**config.mk**
```make
export PLATFORM = sky130hd
export DESIGN_NAME = psum_accumulator
export DESIGN_NICKNAME = d
export VERILOG_FILES = /design/src/rtl/cnn_pkg.sv /design/src/rtl/psum_out_fifo.sv /design/src/rtl/psum_accumulator.sv
export SDC_FILE = /design/constraint.sdc
export NUM_CORES = 2
export LEC_CHECK = 0
export CAP_MARGIN = 20
export CORE_UTILIZATION = 35
export DETAILED_ROUTE_END_ITERATION = 8
export GPL_ROUTABILITY_DRIVEN = 1
export PLACE_DENSITY = 0.58
export SLEW_MARGIN = 20
export SYNTH_ARGS = -nofsm -noshare
export SYNTH_HDL_FRONTEND = slang
export SYNTH_HIERARCHICAL = 1
export SYNTH_SLANG_ARGS = --single-unit
export TNS_END_PERCENT = 30
```
**constraint.sdc**
```tcl
create_clock -name clk -period 16.16 [get_ports clk]
set_input_delay 4.848 -clock clk [delete_from_list [all_inputs] [get_ports clk]]
set_output_delay 4.848 -clock clk [all_outputs]
set_load 0.01 [all_outputs]
```
**src/rtl/cnn_pkg.sv**
```systemverilog
// Shared constants and FSM encoding for the CNN output path.
package cnn_pkg;

    localparam int LANES         = 4;
    localparam int DEF_WIDTH     = 8;
    localparam int DEF_ACC_WIDTH = 20;

    typedef enum logic [1:0] {
        ST_IDLE  = 2'd0,
        ST_RUN   = 2'd1,
        ST_DRAIN = 2'd2
    } state_e;

endpackage

```
**src/rtl/psum_out_fifo.sv**
```systemverilog
// First-word fall-through FIFO for requantized output beats.
// A push into a full FIFO succeeds only when a pop happens in the same cycle.
module psum_out_fifo #(
    parameter int DW    = 32,
    parameter int DEPTH = 4
) (
    input  logic                   clk,
    input  logic                   rst,
    input  logic                   push_i,
    input  logic [DW-1:0]          push_data_i,
    input  logic                   pop_i,
    output logic [DW-1:0]          head_o,
    output logic                   full_o,
    output logic                   empty_o,
    output logic                   ovf_o,
    output logic [$clog2(DEPTH):0] count_o
);

    localparam int AW = (DEPTH > 1) ? $clog2(DEPTH) : 1;
    localparam int CW = $clog2(DEPTH) + 1;

    logic [DW-1:0] mem_q [DEPTH];
    logic [AW-1:0] wr_q;
    logic [AW-1:0] rd_q;
    logic [CW-1:0] cnt_q;
    logic          do_push;
    logic          do_pop;

    function automatic logic [AW-1:0] nxt(input logic [AW-1:0] p);
        return (p == AW'(DEPTH - 1)) ? '0 : p + 1'b1;
    endfunction

    assign empty_o = (cnt_q == '0);
    assign full_o  = (cnt_q == CW'(DEPTH));
    assign do_pop  = pop_i & ~empty_o;
    assign do_push = push_i & (~full_o | do_pop);
    assign ovf_o   = push_i & full_o & ~do_pop;
    assign head_o  = mem_q[rd_q];
    assign count_o = cnt_q;

    always_ff @(posedge clk or negedge rst) begin
        if (!rst) begin
            wr_q  <= '0;
            rd_q  <= '0;
            cnt_q <= '0;
            for (int i = 0; i < DEPTH; i++) begin
                mem_q[i] <= '0;
            end
        end else begin
            if (do_push) begin
                mem_q[wr_q] <= push_data_i;
                wr_q        <= nxt(wr_q);
            end
            if (do_pop) begin
                rd_q <= nxt(rd_q);
            end
            cnt_q <= cnt_q + CW'(do_push) - CW'(do_pop);
        end
    end

endmodule

```
**src/rtl/psum_accumulator.sv**
```systemverilog
// Accumulates 4-lane psums over NUM_CH passes, requantizes, streams out.
// Define PSUM_RELU_EN to clamp negative results to zero before output.
module psum_accumulator
    import cnn_pkg::*;
#(
    parameter int WIDTH      = DEF_WIDTH,
    parameter int ACC_WIDTH  = DEF_ACC_WIDTH,
    parameter int NUM_CH     = 4,
    parameter int NUM_PIX    = 16,
    parameter int SHIFT      = 4,
    parameter int FIFO_DEPTH = 4
) (
    input  logic                   clk,
    input  logic                   rst,
    input  logic                   start,
    input  logic [WIDTH-1:0]       in_psum0,
    input  logic [WIDTH-1:0]       in_psum1,
    input  logic [WIDTH-1:0]       in_psum2,
    input  logic [WIDTH-1:0]       in_psum3,
    input  logic                   in_psum_vld,
    output logic [LANES*WIDTH-1:0] out_data,
    output logic                   out_vld,
    input  logic                   out_rdy,
    output logic                   tile_done,
    output logic                   busy,
    output logic                   err
);

    localparam int PW = (NUM_PIX > 1) ? $clog2(NUM_PIX) : 1;
    localparam int CHW = (NUM_CH > 1) ? $clog2(NUM_CH) : 1;
    localparam int FCW = $clog2(FIFO_DEPTH) + 1;
    localparam logic signed [ACC_WIDTH-1:0] SAT_MAX =
        ACC_WIDTH'((1 << (WIDTH - 1)) - 1);
    localparam logic signed [ACC_WIDTH-1:0] SAT_MIN = ~SAT_MAX;

    state_e state_q, state_d;
    logic [PW-1:0]  pix_q, pix_d;
    logic [CHW-1:0] ch_q, ch_d;
    logic           err_q, err_d;
    logic           done_q;

    logic                   beat;
    logic                   last_pix;
    logic                   last_ch;
    logic                   push;
    logic                   pop;
    logic                   ovf;
    logic                   f_full;
    logic                   f_empty;
    logic [FCW-1:0]         f_cnt;
    logic [LANES*WIDTH-1:0] push_data;
    logic [WIDTH-1:0]       psum [LANES];

    assign psum[0] = in_psum0;
    assign psum[1] = in_psum1;
    assign psum[2] = in_psum2;
    assign psum[3] = in_psum3;

    assign beat     = in_psum_vld & (state_q == ST_RUN);
    assign last_pix = (pix_q == PW'(NUM_PIX - 1));
    assign last_ch  = (ch_q == CHW'(NUM_CH - 1));
    assign push     = beat & last_ch;
    assign pop      = out_vld & out_rdy;

    // Pass 0 overwrites, middle passes add, the final pass only reads.
    for (genvar l = 0; l < LANES; l++) begin : g_lane
        logic signed [ACC_WIDTH-1:0] acc_q [NUM_PIX];
        logic signed [ACC_WIDTH-1:0] ext;
        logic signed [ACC_WIDTH-1:0] base;
        logic signed [ACC_WIDTH-1:0] sum;
        logic signed [ACC_WIDTH-1:0] shr;
        logic signed [WIDTH-1:0]     sat;

        assign ext  = {{(ACC_WIDTH-WIDTH){psum[l][WIDTH-1]}}, psum[l]};
        assign base = (ch_q == '0) ? '0 : acc_q[pix_q];
        assign sum  = base + ext;
        assign shr  = sum >>> SHIFT;

        always_comb begin
            sat = shr[WIDTH-1:0];
            if (shr > SAT_MAX) begin
                sat = {1'b0, {(WIDTH-1){1'b1}}};
            end else if (shr < SAT_MIN) begin
                sat = {1'b1, {(WIDTH-1){1'b0}}};
            end
        end

`ifdef PSUM_RELU_EN
        assign push_data[l*WIDTH +: WIDTH] = sat[WIDTH-1] ? '0 : sat;
`else
        assign push_data[l*WIDTH +: WIDTH] = sat;
`endif

        always_ff @(posedge clk) begin
            if (beat && !last_ch) begin
                acc_q[pix_q] <= sum;
            end
        end
    end

    psum_out_fifo #(
        .DW    (LANES*WIDTH),
        .DEPTH (FIFO_DEPTH)
    ) u_fifo (
        .clk         (clk),
        .rst         (rst),
        .push_i      (push),
        .push_data_i (push_data),
        .pop_i       (pop),
        .head_o      (out_data),
        .full_o      (f_full),
        .empty_o     (f_empty),
        .ovf_o       (ovf),
        .count_o     (f_cnt)
    );

    always_ff @(posedge clk or negedge rst) begin
        if (!rst) begin
            state_q <= ST_IDLE;
        end else begin
            state_q <= state_d;
        end
    end

    // Leave DRAIN on the edge of the final pop.
    always_comb begin
        state_d = state_q;
        case (state_q)
            ST_IDLE: begin
                if (start) state_d = ST_RUN;
            end
            ST_RUN: begin
                if (beat && last_pix && last_ch) state_d = ST_DRAIN;
            end
            ST_DRAIN: begin
                if (f_empty || (f_cnt == FCW'(1) && pop)) begin
                    state_d = ST_IDLE;
                end
            end
            default: state_d = ST_IDLE;
        endcase
    end

    always_comb begin
        busy      = (state_q != ST_IDLE);
        out_vld   = ~f_empty;
        tile_done = done_q;
        err       = err_q;
    end

    always_comb begin
        pix_d = pix_q;
        ch_d  = ch_q;
        if (state_q == ST_IDLE && start) begin
            pix_d = '0;
            ch_d  = '0;
        end else if (beat) begin
            if (last_pix) begin
                pix_d = '0;
                ch_d  = last_ch ? '0 : ch_q + 1'b1;
            end else begin
                pix_d = pix_q + 1'b1;
            end
        end
    end

    always_comb begin
        err_d = err_q;
        if (state_q == ST_IDLE && start) err_d = 1'b0;
        if (state_q != ST_RUN && in_psum_vld) err_d = 1'b1;
        if (ovf) err_d = 1'b1;
    end

    always_ff @(posedge clk or negedge rst) begin
        if (!rst) begin
            pix_q  <= '0;
            ch_q   <= '0;
            err_q  <= 1'b0;
            done_q <= 1'b0;
        end else begin
            pix_q  <= pix_d;
            ch_q   <= ch_d;
            err_q  <= err_d;
            done_q <= (state_q == ST_DRAIN) && (state_d == ST_IDLE);
        end
    end

    logic unused_full;
    assign unused_full = f_full;

endmodule

```
==> impl_metrics.env <==
export IMPL_run_status="finished, final reports clean"
export IMPL_cts_tree="yes"
export IMPL_grt_pass1_wl_um=211000
export IMPL_worst_slew_pin_slew_ps=1180
export IMPL_p_leak_nw=22.8
export IMPL_routed_via_density=5.32
export IMPL_area_delta_synth_final_pct=14.2
export IMPL_grt_usage_pct=16.5
export IMPL_fin_area_mm2=0.0691
export IMPL_fillers=15100
export IMPL_cp_max_fo=18
export IMPL_max_vdd_ir_drop_mv=0.111
export IMPL_cts_root_buf="clkbuf_16"
export IMPL_start_util_pct=35.3
export IMPL_antenna_found_initial=3
export IMPL_final_nets=3323
export IMPL_grt_max_degree=122
export IMPL_clkLatencyLatePin_ps=800
export IMPL_cts_resized=0
export IMPL_path_buf_inv=2
export IMPL_die_h_um=418
export IMPL_switching_share_pct=29.3
export IMPL_dieArea_mm2=0.175
export IMPL_arrival_ps=9760
export IMPL_synthCells=3020
export IMPL_finalCriticalPeriod_ps=9020
export IMPL_fin_cells=5619
export IMPL_drc=0
export IMPL_ant_nets=0
export IMPL_netlist_area_mm2=0.0605
export IMPL_htree_levels=4
export IMPL_place_hpwl_um=79300
export IMPL_slew_headroom_pct=20.7
export IMPL_p_switching_mw=3.28
export IMPL_rows=152
export IMPL_io_pins=73
export IMPL_pwr_share_seq_pct=42.8
export IMPL_syn_nets=3151
export IMPL_finalPower_mw=11.2
export IMPL_yosys_warnings=6
export IMPL_crit_family="compound AO/OA/AOI/OAI gates"
export IMPL_crit_path_end_kind="register"
export IMPL_setup_violations=0
export IMPL_cts_setup_buffers=0
export IMPL_pwr_share_comb_pct=27.0
export IMPL_syn_area_per_cell_um2=20.0
export IMPL_p_per_area_mw_per_mm2=162
export IMPL_placed_area_mm2=0.0643
export IMPL_ctsHoldBuffers=0
export IMPL_place_gp_congestion=0.820
export IMPL_grt_pass1_vias=31400
export IMPL_cts_sinks=1425
export IMPL_cts_buffer_depth=3
export IMPL_core_area_mm2=0.172
export IMPL_vias=29900
export IMPL_numPortBuffers=72
export IMPL_clockPowerShare_pct=30.3
export IMPL_drt_initial_drc_count=2476
export IMPL_p_int_mw=7.90
export IMPL_clkTransAtPathRegs_ps=60
export IMPL_crit_path_max_incr_delay_ps=860
export IMPL_path_cells="clkdlybuf4s50_1, ha_1, inv_1, fa_1, nor2b_1, o21ai_1, a221oi_1, nor4_1, a311oi_2, nand4_1, o41a_2, o21ai_0, mux2_2"
export IMPL_dp_cells=5354
export IMPL_gr_total_overflow=0
export IMPL_cap_violations=0
export IMPL_hold_viol=0
export IMPL_setup_tns_final_ps=0
export IMPL_first_pass_iters=5
export IMPL_numCtsBuffers=146
export IMPL_rsz0062_at_grt="no"
export IMPL_period_share_pct=55.8
export IMPL_hold_class="reg2reg"
export IMPL_worst_setup_path_start_kind="primary input"
export IMPL_final_max_slew_viol_count=0
export IMPL_fmax_ghz=0.111
export IMPL_dieWidth_um=418
export IMPL_finalWirelength_um=143000
export IMPL_drive_gt1_share_pct=27.9
export IMPL_crit_required_ps=16900
export IMPL_critPathKind="in2reg"
export IMPL_slowest_stage="a311oi_2"
export IMPL_wl_per_cell_um=25.5
export IMPL_fin_skew_ps=27.6
==> power by group through the flow <==
| stage | Clock (mW) | Sequential, mW | Combinational [mW] |
|---|---|---|---|
| final | 3.38 | 4.78 | 3.01 |
| after global routing | 3.59 | 4.81 | 3.25 |
| after CTS | 3.46 | 4.79 | 3.08 |
| after detailed placement | 0 | 4.86 | 3.07 |
| after global placement | 0 | 4.85 | 3.05 |
| after floorplan | 0 | 4.79 | 2.22 |
==> metal layers <==
layer	up-vias	wire length (um)	global-route usage (%)
li1	12800	-	-
met5	-	13	0
met1	16200	61700	22.4
met3	205	6790	2.48
met4	2	3370	4.79
met2	724	71400	27.6
==> worst paths after layout <==
kind | start | end | slack [ps] | cells past startpoint
max | in_psum3[0] | u_fifo/mem_q[90] | 7140 | 13
min | u_fifo/mem_q[96] | u_fifo/mem_q[96] | 500 | 1
max reg2reg | pix_q[0] | u_fifo/mem_q[17] | 8520 | 15
min reg2reg | u_fifo/mem_q[96] | u_fifo/mem_q[96] | 500 | 1
max in group asynchronous | rst | u_fifo/rd_q[0] | 10640 | 2
min in group asynchronous | rst | u_fifo/mem_q[13] | 4070 | 1
==> sequential cells by signal, indices dropped and copies added, names as in the netlist <==
name and cells:
g_lane.acc_q 1280, u_fifo/mem_q 128, pix_q 4, u_fifo/count_o 3, ch_q 2, state_q 2
u_fifo/rd_q 2, u_fifo/wr_q 2, err 1, tile_done 1
==> layout by cell type (no fill, tap or decap), types with 21 or more instances in the layout <==
| master | count |
|---|---|
| edfxtp_1 | 1280 |
| mux4_2 | 429 |
| clkbuf_16 | 146 |
| dfrtp_1 | 140 |
| mux2_4 | 120 |
| buf_4 | 89 |
| ha_1 | 88 |
| nor2b_1 | 84 |
| nand2_1 | 75 |
| clkdlybuf4s50_1 | 71 |
| nor2_1 | 66 |
| inv_1 | 65 |
| a21oi_1 | 64 |
| o21ai_0 | 41 |
| nand3_1 | 30 |
| xnor2_1 | 29 |
| clkbuf_1 | 27 |
| clkinv_1 | 27 |
| a211oi_1 | 25 |
| a21o_1 | 25 |
| clkinv_2 | 25 |
| nor3_1 | 21 |
==> layout make-up <==
class | count | area (um2) | area share (%)
repair buffers | 164 | 1450 | 2.10
clock inverters | 88 | 1020 | 1.48
clock buffers | 176 | 3800 | 5.49
flip-flops and latches | 1425 | 42100 | 60.9
inverters | 65 | 244 | 0.353
multi-input cells | 1390 | 17600 | 25.5
diodes | 1 | 2.50 | 0.00362
well taps | 2310 | 2890 | 4.18
==> metrics by stage <==
step | hold slack, ps | utilization [%] | setup slack [ps]
floorplan | 475 | - | 4790
global placement | 488 | 37.4 | 6330
detailed placement | 488 | 37.4 | 6210
CTS | 506 | 40.2 | 7070
global route | 521 | 40.2 | 6720
finish | 502 | 40.3 | 7140
No activity file was read; power rests on OpenSTA's default activity.
